File: src/rtl/uart_tx_seq.sv
// UART transmit frame sequencer: drives the 4:1 line mux select/enable,
// owns the baud counter, data shift register, parity and byte handshake.
module uart_tx_seq #(
  parameter int unsigned CLKS_PER_BIT = 16,
  parameter int unsigned DATA_BITS    = 8,
  parameter int unsigned PARITY_EN    = 1,
  parameter int unsigned PARITY_ODD   = 0,
  parameter int unsigned STOP_BITS    = 1
) (
  input  logic                 clk,
  input  logic                 rst_n,
  input  logic [DATA_BITS-1:0] tx_data,
  input  logic                 tx_valid,
  output logic                 tx_ready,
  output logic                 tx_done,
  output logic                 tx_busy,
  output logic [1:0]           mux_sel,
  output logic                 mux_en,
  output logic                 ser_data,
  output logic                 par_bit
);

  if (CLKS_PER_BIT < 2 || DATA_BITS < 5 || DATA_BITS > 8 || PARITY_EN > 1 ||
      PARITY_ODD > 1 || (STOP_BITS != 1 && STOP_BITS != 2)) begin : g_bad_params
    $error("uart_tx_seq: illegal parameter value");
  end

  localparam int unsigned BAUD_W = $clog2(CLKS_PER_BIT);

  localparam logic [BAUD_W-1:0] BAUD_LAST = BAUD_W'(CLKS_PER_BIT - 1);
  localparam logic [2:0]        DATA_LAST = 3'(DATA_BITS - 1);
  localparam logic [2:0]        STOP_LAST = 3'(STOP_BITS - 1);

  localparam logic [1:0] SEL_START  = 2'b00;
  localparam logic [1:0] SEL_DATA   = 2'b01;
  localparam logic [1:0] SEL_PARITY = 2'b11;
  localparam logic [1:0] SEL_STOP   = 2'b10;

  typedef enum logic [2:0] {
    S_IDLE,
    S_START,
    S_DATA,
    S_PARITY,
    S_STOP
  } state_t;

  state_t               state;
  logic [BAUD_W-1:0]    baud;
  logic [2:0]           bit_cnt;
  logic [DATA_BITS-1:0] shift;

  assign ser_data = shift[0];

  always_ff @(posedge clk or negedge rst_n) begin
    if (!rst_n) begin
      state    <= S_IDLE;
      mux_en   <= 1'b0;
      mux_sel  <= SEL_STOP;
      tx_ready <= 1'b0;
      tx_busy  <= 1'b0;
      tx_done  <= 1'b0;
      shift    <= '0;
      par_bit  <= 1'b0;
      baud     <= '0;
      bit_cnt  <= '0;
    end else begin
      mux_en  <= 1'b1;
      tx_done <= 1'b0;
      if (state == S_IDLE) begin
        // ready rises on the first edge after reset and stays up while idle
        tx_ready <= 1'b1;
        if (tx_ready && tx_valid) begin
          shift    <= tx_data;
          par_bit  <= (^tx_data) ^ 1'(PARITY_ODD);
          state    <= S_START;
          mux_sel  <= SEL_START;
          tx_ready <= 1'b0;
          tx_busy  <= 1'b1;
          baud     <= '0;
        end
      end else if (baud != BAUD_LAST) begin
        baud <= baud + 1'b1;
      end else begin
        baud <= '0;
        case (state)
          S_START: begin
            state   <= S_DATA;
            mux_sel <= SEL_DATA;
            bit_cnt <= '0;
          end
          S_DATA: begin
            shift <= shift >> 1;
            if (bit_cnt == DATA_LAST) begin
              bit_cnt <= '0;
              if (PARITY_EN != 0) begin
                state   <= S_PARITY;
                mux_sel <= SEL_PARITY;
              end else begin
                state   <= S_STOP;
                mux_sel <= SEL_STOP;
              end
            end else begin
              bit_cnt <= bit_cnt + 3'd1;
            end
          end
          S_PARITY: begin
            state   <= S_STOP;
            mux_sel <= SEL_STOP;
            bit_cnt <= '0;
          end
          S_STOP: begin
            if (bit_cnt == STOP_LAST) begin
              bit_cnt  <= '0;
              state    <= S_IDLE;
              tx_done  <= 1'b1;
              tx_ready <= 1'b1;
              tx_busy  <= 1'b0;
            end else begin
              bit_cnt <= bit_cnt + 3'd1;
            end
          end
          default: begin
            state   <= S_IDLE;
            mux_sel <= SEL_STOP;
          end
        endcase
      end
    end
  end

endmodule

File: config.mk
export PLATFORM = sky130hd
export DESIGN_NAME = uart_tx_seq
export DESIGN_NICKNAME = d
export VERILOG_FILES = /design/src/rtl/uart_tx_seq.sv
export SDC_FILE = /design/constraint.sdc
export NUM_CORES = 1
export LEC_CHECK = 0
export CAP_MARGIN = 40
export CORE_MARGIN = 1
export CORE_UTILIZATION = 45
export CTS_CLUSTER_DIAMETER = 30
export DETAILED_ROUTE_END_ITERATION = 16
export PLACE_DENSITY_LB_ADDON = 0.15
export SETUP_SLACK_MARGIN = 0.2
export SLEW_MARGIN = 20
export SYNTH_ARGS = -nofsm -noshare
export SYNTH_HDL_FRONTEND = slang
export SYNTH_SLANG_ARGS = --single-unit
File: constraint.sdc
create_clock -name clk -period 2.9 [get_ports clk]
set_input_delay 0.87 -clock clk [delete_from_list [all_inputs] [get_ports clk]]
set_output_delay 0.87 -clock clk [all_outputs]
set_load 0.01 [all_outputs]
* Yosys cells after proc, flatten, opt, wreduce, memory -nomap -nowiden
Index checks and enable logic that the tools add are counted.
Cells by class: $add $sub $neg 2, eq/ne operators 11, bitwise operators 2, multipliers 0, $lt $le $gt $ge 0, multiplexer cells 35, divide/modulo/power cells 0, reduce and logical (&&, ||, !) cells 16, shifts and indexed selects 0
Operators by type and width (number):
- $mux W8 | 4
- $mux W3 | 7
- $mux W1 | 14
- $mux W4 | 3
- $pmux W3 S4 | 1
- $reduce_and A4 Y1 | 3
- $pmux W3 S3 | 1
- $reduce_and A3 Y1 | 3
- $mux W2 | 4
- $reduce_xor A8 Y1 | 1
- $eq A3 B2 Y1 const B | 2
- $eq A3 B3 Y1 const B | 2
- $logic_not A3 Y1 | 2
- $ne A3 B3 Y1 const B | 2
- $pmux W2 S3 | 1
- $reduce_bool A2 Y1 | 3
- $add A4 B1 Y4 const B | 1
- $ne A2 B2 Y1 const B | 2
- $ne A4 B4 Y1 const B | 1
- $add A3 B1 Y3 const B | 1
- $eq A3 B1 Y1 const B | 1
- $reduce_bool A3 Y1 | 1
- $ne A2 B1 Y1 const B | 1
- $not A1 Y1 | 2
- other kinds (3) | 3
Storage, ports and cells: output and inout bits 8, latch bits 0, input port bits 11, ROM bits 0, memories kept 0, logic and storage cells 76, bits in registers 25, bits in writable memories 0

* Depth between registers and ports, before layout
Gate-level depths: netlist (run 1).
depth after elaboration 5, gate-level depth with buffers 6, gate-level depth less buffers 6

* Worst setup path after synthesis (run 1)
Ideal clock, no wire load.
path kind register -> register, start reg baud[0], end reg shift[0], clock period less this slack 1.542 ns, arrival time 1.423 ns, cell stages (with the launch flop) 7, required time 2.781 ns, setup slack 1.358 ns, path buffers 1, library setup time 0.119 ns, cell sequence dfrtp_1 > ha_1 > and3_1 > buf_4 > nand4_4 > nand2_1 > o21a_1
On the way: cells in the longest elaborated chain, start to end 3
RTL lines:
- start, declared | RTL line 48 | logic [BAUD_W-1:0] baud;
- start signal, assigned | RTL line 82 | baud <= baud + 1'b1;
- $ne A4 B4 Y1 | RTL line 81 | end else if (baud != BAUD_LAST) begin
- $ne A2 B2 Y1 (no source line)
- $reduce_and A3 Y1 (no source line)
- end signal, assigned | RTL line 73 | shift <= tx_data;
- end signal, assigned | RTL line 92 | shift <= shift >> 1;
- end, declared | RTL line 50 | logic [DATA_BITS-1:0] shift;
Every way passes these cells. A chain may end at the register's enable or synchronous reset.

* Worst setup path after layout (run 1)
start reg mux_sel[1], end out mux_sel[1]
RTL lines:
- start, declared | RTL line 17 | output logic [1:0] mux_sel,
- start signal, assigned | RTL line 58 | mux_sel <= SEL_STOP;
- start signal, assigned | RTL line 76 | mux_sel <= SEL_START;
- start signal, assigned | RTL line 88 | mux_sel <= SEL_DATA;
No word-level cell between the ends.

==> run metrics, run 1 <==
max-cap violations 0; Hold Path Origin par_bit; Reg2Reg Launch Point baud[0]; Root Buffer clkbuf_4; Leak Pwr 0.6558 nW; crit path max fanout 2; Least-Margin Pin Slew 0.5828 ns; initial antenna violation count 0; HP Class reg -> reg; Setup TNS Final 0 ns; Clock Skew 0.01003 ns; area fraction in and, or, nand and nor cells after synthesis 15.64%; post-CTS setup buffer count 0; largest net degree at the start of global routing 26; Util after Layout 56.13%; xor/xnor cell area share of the yosys netlist 5.063%; placer congestion estimate 0.7866; clock slew at reported path FFs 0.15 ns; Tot GR Track Use 19.29%; Clock Path Buffers 2; Pwr per Cell Area 352.4 nW/um2; final worst path period need 2.291 ns; Core ar. 2829 um2; Worst setup SP type register; final cycle utilization of the critical path 79.01%; crit path DAT 1.42 ns; crit path from mux_sel[1]; # clock sinks 25; ant diodes 0; share of layout cells above drive strength 1 8.861%; post-place setup slack 0.7453 ns; most frequent cells in the layout 24 x dfrtp_1, 18 x clkdlybuf4s50_1, 16 x nand2_1; maximum clock frequency 0.4364 GHz; fin area 1588 um2; main combinational cell family by area after synthesis compound AO/OA/AOI/OAI gates; Num CTS Buffers 3; multiplexer share of the synthesized area 0%; fill count 267; share of synthesized cell area in full adder, half adder and majority cells 3.617%; commonest non-fill, non-tap cell in the layout dfrtp_1; Mapped Cells 142; IO buf count 18; Initial DRC Count 52; DRT Wirelength 2787 um; setup violators final 0; Hold-fix buffers, CTS 0; synth-to-layout area growth 14.74%; Residual DRC 0; PnR worst setup slack 0.6087 ns; routed len/inst 14.75 um; CP max-delay cell dfstp_2; max-slew violations 0; worst rel slew slack 61.15%; post-synthesis sequential area ratio 45.30%; maximum vdd ir drop 0.0002345 V; cts repair resizes 0; synthesized net count 157; #FFs+latches synth 25; syn_area_per_cell 9.745 um2; WP data required 2.03 ns; final hold violation count 0; crit path cell chain clkdlybuf4s50_1; RSZ-0062 raised after global routing no; Worst-Skew Late Latency 0.33 ns; vias in the first global route 1049; outcome finished, final reports clean; Power, Total 0.5596 mW; antenna viol nets, final 0; Crit Path Category reg -> out; worst hold slack 0.5021 ns; dpl hpwl 2008 um; placed instance area 1558 um2; CP peak stage delay 0.57 ns; TritonRoute pass-1 iters 4; Non-Filler Instances 189; Die H 57.46 um; Die ar. 3301 um2; Worst Setup End Kind primary output; htree depth 1; Inst Count DP 185; CP top delay family flip-flops; mapped cell area 1384 um2; compound-cell area share of the yosys netlist 24.95%; via count 1094; Starting Density 48.92%; Yosys warnings 0; Std-Cell Rows 19; GR Overflow Total 0; WP buf/inv 1; Ports 19; Vias/cell 5.788; Chip Width 57.46 um; Final nets 174; CTS tree yes; synth unique cells 36; first-pass GRT wire length 4919 um
==> flip-flops by register name, summed over array words and instances, names as in the netlist <==
name,flops
baud,4
bit_cnt,3
mux_en,1
mux_sel,2
par_bit,1
shift,8
state,3
tx_busy,1
tx_done,1
tx_ready,1
==> where the power goes <==
part           internal, mW  switching [mW]
Sequential            0.349        0.000134
Combinational        0.0251          0.0195
Clock                0.0527           0.113
Total                 0.427           0.132
==> cell type report <==
cell class | instances | area (um2) | area share, %
clock buffer | 3 | 22.52 | 1.418
clock inverter | 1 | 7.507 | 0.4728
inverter | 5 | 18.77 | 1.182
multi-input combinational | 105 | 685.7 | 43.18
sequential | 25 | 626.9 | 39.48
tap | 31 | 38.79 | 2.443
timing repair buffer | 19 | 187.7 | 11.82
==> routing by layer <==
layer,share of wire (%),wire [um],GRT usage (%)
met1,48,1344,27.41
met4,0.54,15,6.272
met5,0,0,0
met2,46,1288,30.40
met3,5.0,138,2.721
==> synthesized netlist by cell type (all sizes together) <==
| master | n | area [um2] |
|---|---|---|
| a21o | 1 | 7.510 |
| a21oi | 12 | 60.06 |
| a221o | 1 | 10.01 |
| a31o | 1 | 8.760 |
| a31oi | 1 | 6.260 |
| a32oi | 1 | 8.760 |
| and3 | 1 | 6.260 |
| buf | 7 | 52.54 |
| conb | 1 | 3.750 |
| dfrtp | 24 | 600.6 |
| dfstp | 1 | 26.28 |
| ha | 4 | 50.05 |
| inv | 5 | 18.77 |
| nand2 | 17 | 66.32 |
| nand2b | 2 | 12.51 |
| nand3 | 5 | 30.03 |
| nand4 | 2 | 27.53 |
| nor2 | 8 | 30.03 |
| nor3 | 3 | 26.28 |
| o21a | 7 | 52.55 |
| o21ai | 14 | 70.07 |
| o221a | 1 | 11.26 |
| o22a | 7 | 61.31 |
| o22ai | 4 | 25.02 |
| o31ai | 1 | 7.510 |
| o41ai | 1 | 16.27 |
| or3 | 2 | 17.52 |
| xnor2 | 7 | 61.31 |
| xor2 | 1 | 8.760 |
==> final timing paths <==
check                                  end  slack (ns)  cells after the start
worst max-delay path            mux_sel[1]        0.61                      1
worst min-delay path               par_bit        0.50                      2
worst max register to register    shift[1]        1.07                      5
worst min register to register     par_bit        0.50                      2
max in group asynchronous       mux_sel[1]        1.73                      2
min in group asynchronous          baud[0]        0.88                      2
==> cell families after synthesis <==
kind of cell,Yosys count
fa+ha+maj,4
buf+inv,12
simple gates,40
other cells,1
flops,25
compound gates,52
xor+xnor,8
Note: power is estimated with default switching activity, not from simulation.
==> run 2, diff against run 1 <==
clock period = 1.9 ns   (was 2.9 ns; I/O delays follow)
==> run 2 against run 1 <==
Net effect: clock power rose by 42%; total power rose by 50%; register-to-register slack got worse by 0.78 ns; count of clock-buffer cells in the layout rose by 1; clock skew fell by 0.0074 ns; largest power group unchanged; non-clock buffer count rose by 7; routed wire length rose by 3.4%; combinational power rose by 55%; worst hold slack got worse by 0.0061 ns; first-iteration DRC count rose by 21%.
==> run metrics, run 2 (synthesis results as in run 1) <==
outcome finished, final reports clean; WP data required 2.12 ns; crit path DAT 1.82 ns; Residual DRC 0; clock slew at reported path FFs 0.13 ns; most frequent cells in the layout 21 x dfrtp_1, 15 x nand2_1, 14 x o21ai_0; Setup TNS Final 0 ns; max-slew violations 0; Reg2Reg Launch Point baud[0]; # clock sinks 25; crit path cell chain ha_2 > and3_2 > nand4_4 > o22a_1 > o21a_1; placer congestion estimate 0.8161; GR Overflow Total 0; Largest regs shift: 8 flops, baud: 4 flops; ant diodes 0; maximum vdd ir drop 0.0004042 V; register area 630.6 um2; placed instance area 1595 um2; hold depth 2; CP top delay family simple AND/OR/NAND/NOR gates; Starting Density 48.92%; final hold violation count 0; Vias/cell 5.770; Die H 57.46 um; CTS tree yes; TritonRoute pass-1 iters 4; R2R setup slack 0.29 ns; Worst setup SP type register; via count 1131; htree depth 1; DRT Wirelength 2881 um; CP max-delay cell dfrtp_1; final cycle utilization of the critical path 84.56%; fill count 260; vias in the first global route 1043; Util after Layout 57.72%; FF-to-FF End shift[5]; Final nets 181; HP Class reg -> reg; worst-case reg-to-reg path depth 5; setup violators final 0; Std-Cell Rows 19; max-cap violations 0; largest net degree at the start of global routing 26; Core ar. 2829 um2; Tot GR Track Use 19.32%; Worst Hold End par_bit; dpl hpwl 2090 um; Hold-fix buffers, CTS 0; Clock Path Buffers 2; fin area 1633 um2; Initial DRC Count 63; commonest non-fill, non-tap cell in the layout dfrtp_1; Leak Pwr 0.7017 nW; max reg flops 8; antenna viol nets, final 0; Root Buffer clkbuf_4; initial antenna violation count 0; final worst path period need 1.607 ns; Multi-input gate area 691.9 um2; RSZ-0062 raised after global routing no; Largest Register shift; WP buf/inv 0; share of layout cells above drive strength 1 16.36%; maximum clock frequency 0.6224 GHz; Ports 19; routed len/inst 14.70 um; crit path max fanout 9; Chip Width 57.46 um; IO buf count 18; CP peak stage delay 0.45 ns; synth-to-layout area growth 17.99%; Clock Skew 0.002646 ns; Num CTS Buffers 3; Pwr per Cell Area 512.6 nW/um2; first-pass GRT wire length 4905 um; Crit Path Category reg -> reg; Worst Setup End Kind register; Die ar. 3301 um2; Hold Path Origin par_bit; Worst-Skew Late Latency 0.31 ns
run 2: cell types whose count changed in the layout (fill, tap and decap cells not counted), sizes merged:
| cell | delta |
|---|---|
| buf | +7 |
| clkbuf | +2 |
| clkdlybuf4s50 | -8 |
| clkinvlp | -1 |
| dlygate4sd2 | +7 |
run 2: worst min-delay path: cells and delay by family, from the launching register on:
| family | cells | cell delay (ns) |
|---|---|---|
| simple gates | 1 | 0.05 |
| compound gates | 1 | 0.06 |
| flops | 1 | 0.37 |
run 2: area by class of cell:
cell class,count,share of cell area (%)
Timing Repair Buffer,26,13.87
Tap cell,31,2.375
Clock buffer,4,1.609
Inverter,5,1.149
Multi-Input combinational cell,105,42.38
Sequential cell,25,38.62
run 2: stage by stage:
step,cells,hold slack (ns),power (mW),worst slack (ns)
after floorplan,142,0.2744,0.5701,0.3580
after global placement,190,0.4751,0.6140,0.1279
after detailed placement,190,0.4742,0.6147,0.1215
after CTS,196,0.4991,0.8444,0.1886
after global routing,196,0.5164,0.8694,0.2181
final,196,0.4960,0.8370,0.2933
run 2: repair_timing:
item | 4_1_cts | 5_1_grt
gates resized for setup | 9 | 7
buffers inserted | 2 | 0
cloned | 0 | 0
setup endpoints to repair | 8 | 13
run 2: worst max-delay path by stage:
stage,from,to,cells after the start
floorplan,baud[0],shift[0],6
global placement,tx_valid,mux_sel[0],5
detailed placement,tx_valid,shift[5],4
CTS,mux_sel[1],mux_sel[1],1
global route,baud[0],shift[5],5
finish,baud[0],shift[5],5
run 2: report_power, final:
part           leakage [nW]  switching [mW]  internal [mW]  total, mW
clock network        0.0150           0.153         0.0819      0.234
registers             0.316        0.000156          0.533      0.533
logic                 0.371          0.0303         0.0389     0.0692
run 2: per-layer routing:
metal  global-route usage (%)  share of wire, %
met3                    2.041               4.6
met1                    28.63                48
met5                        0                 0
met2                    29.57                47
met4                    6.272              0.69
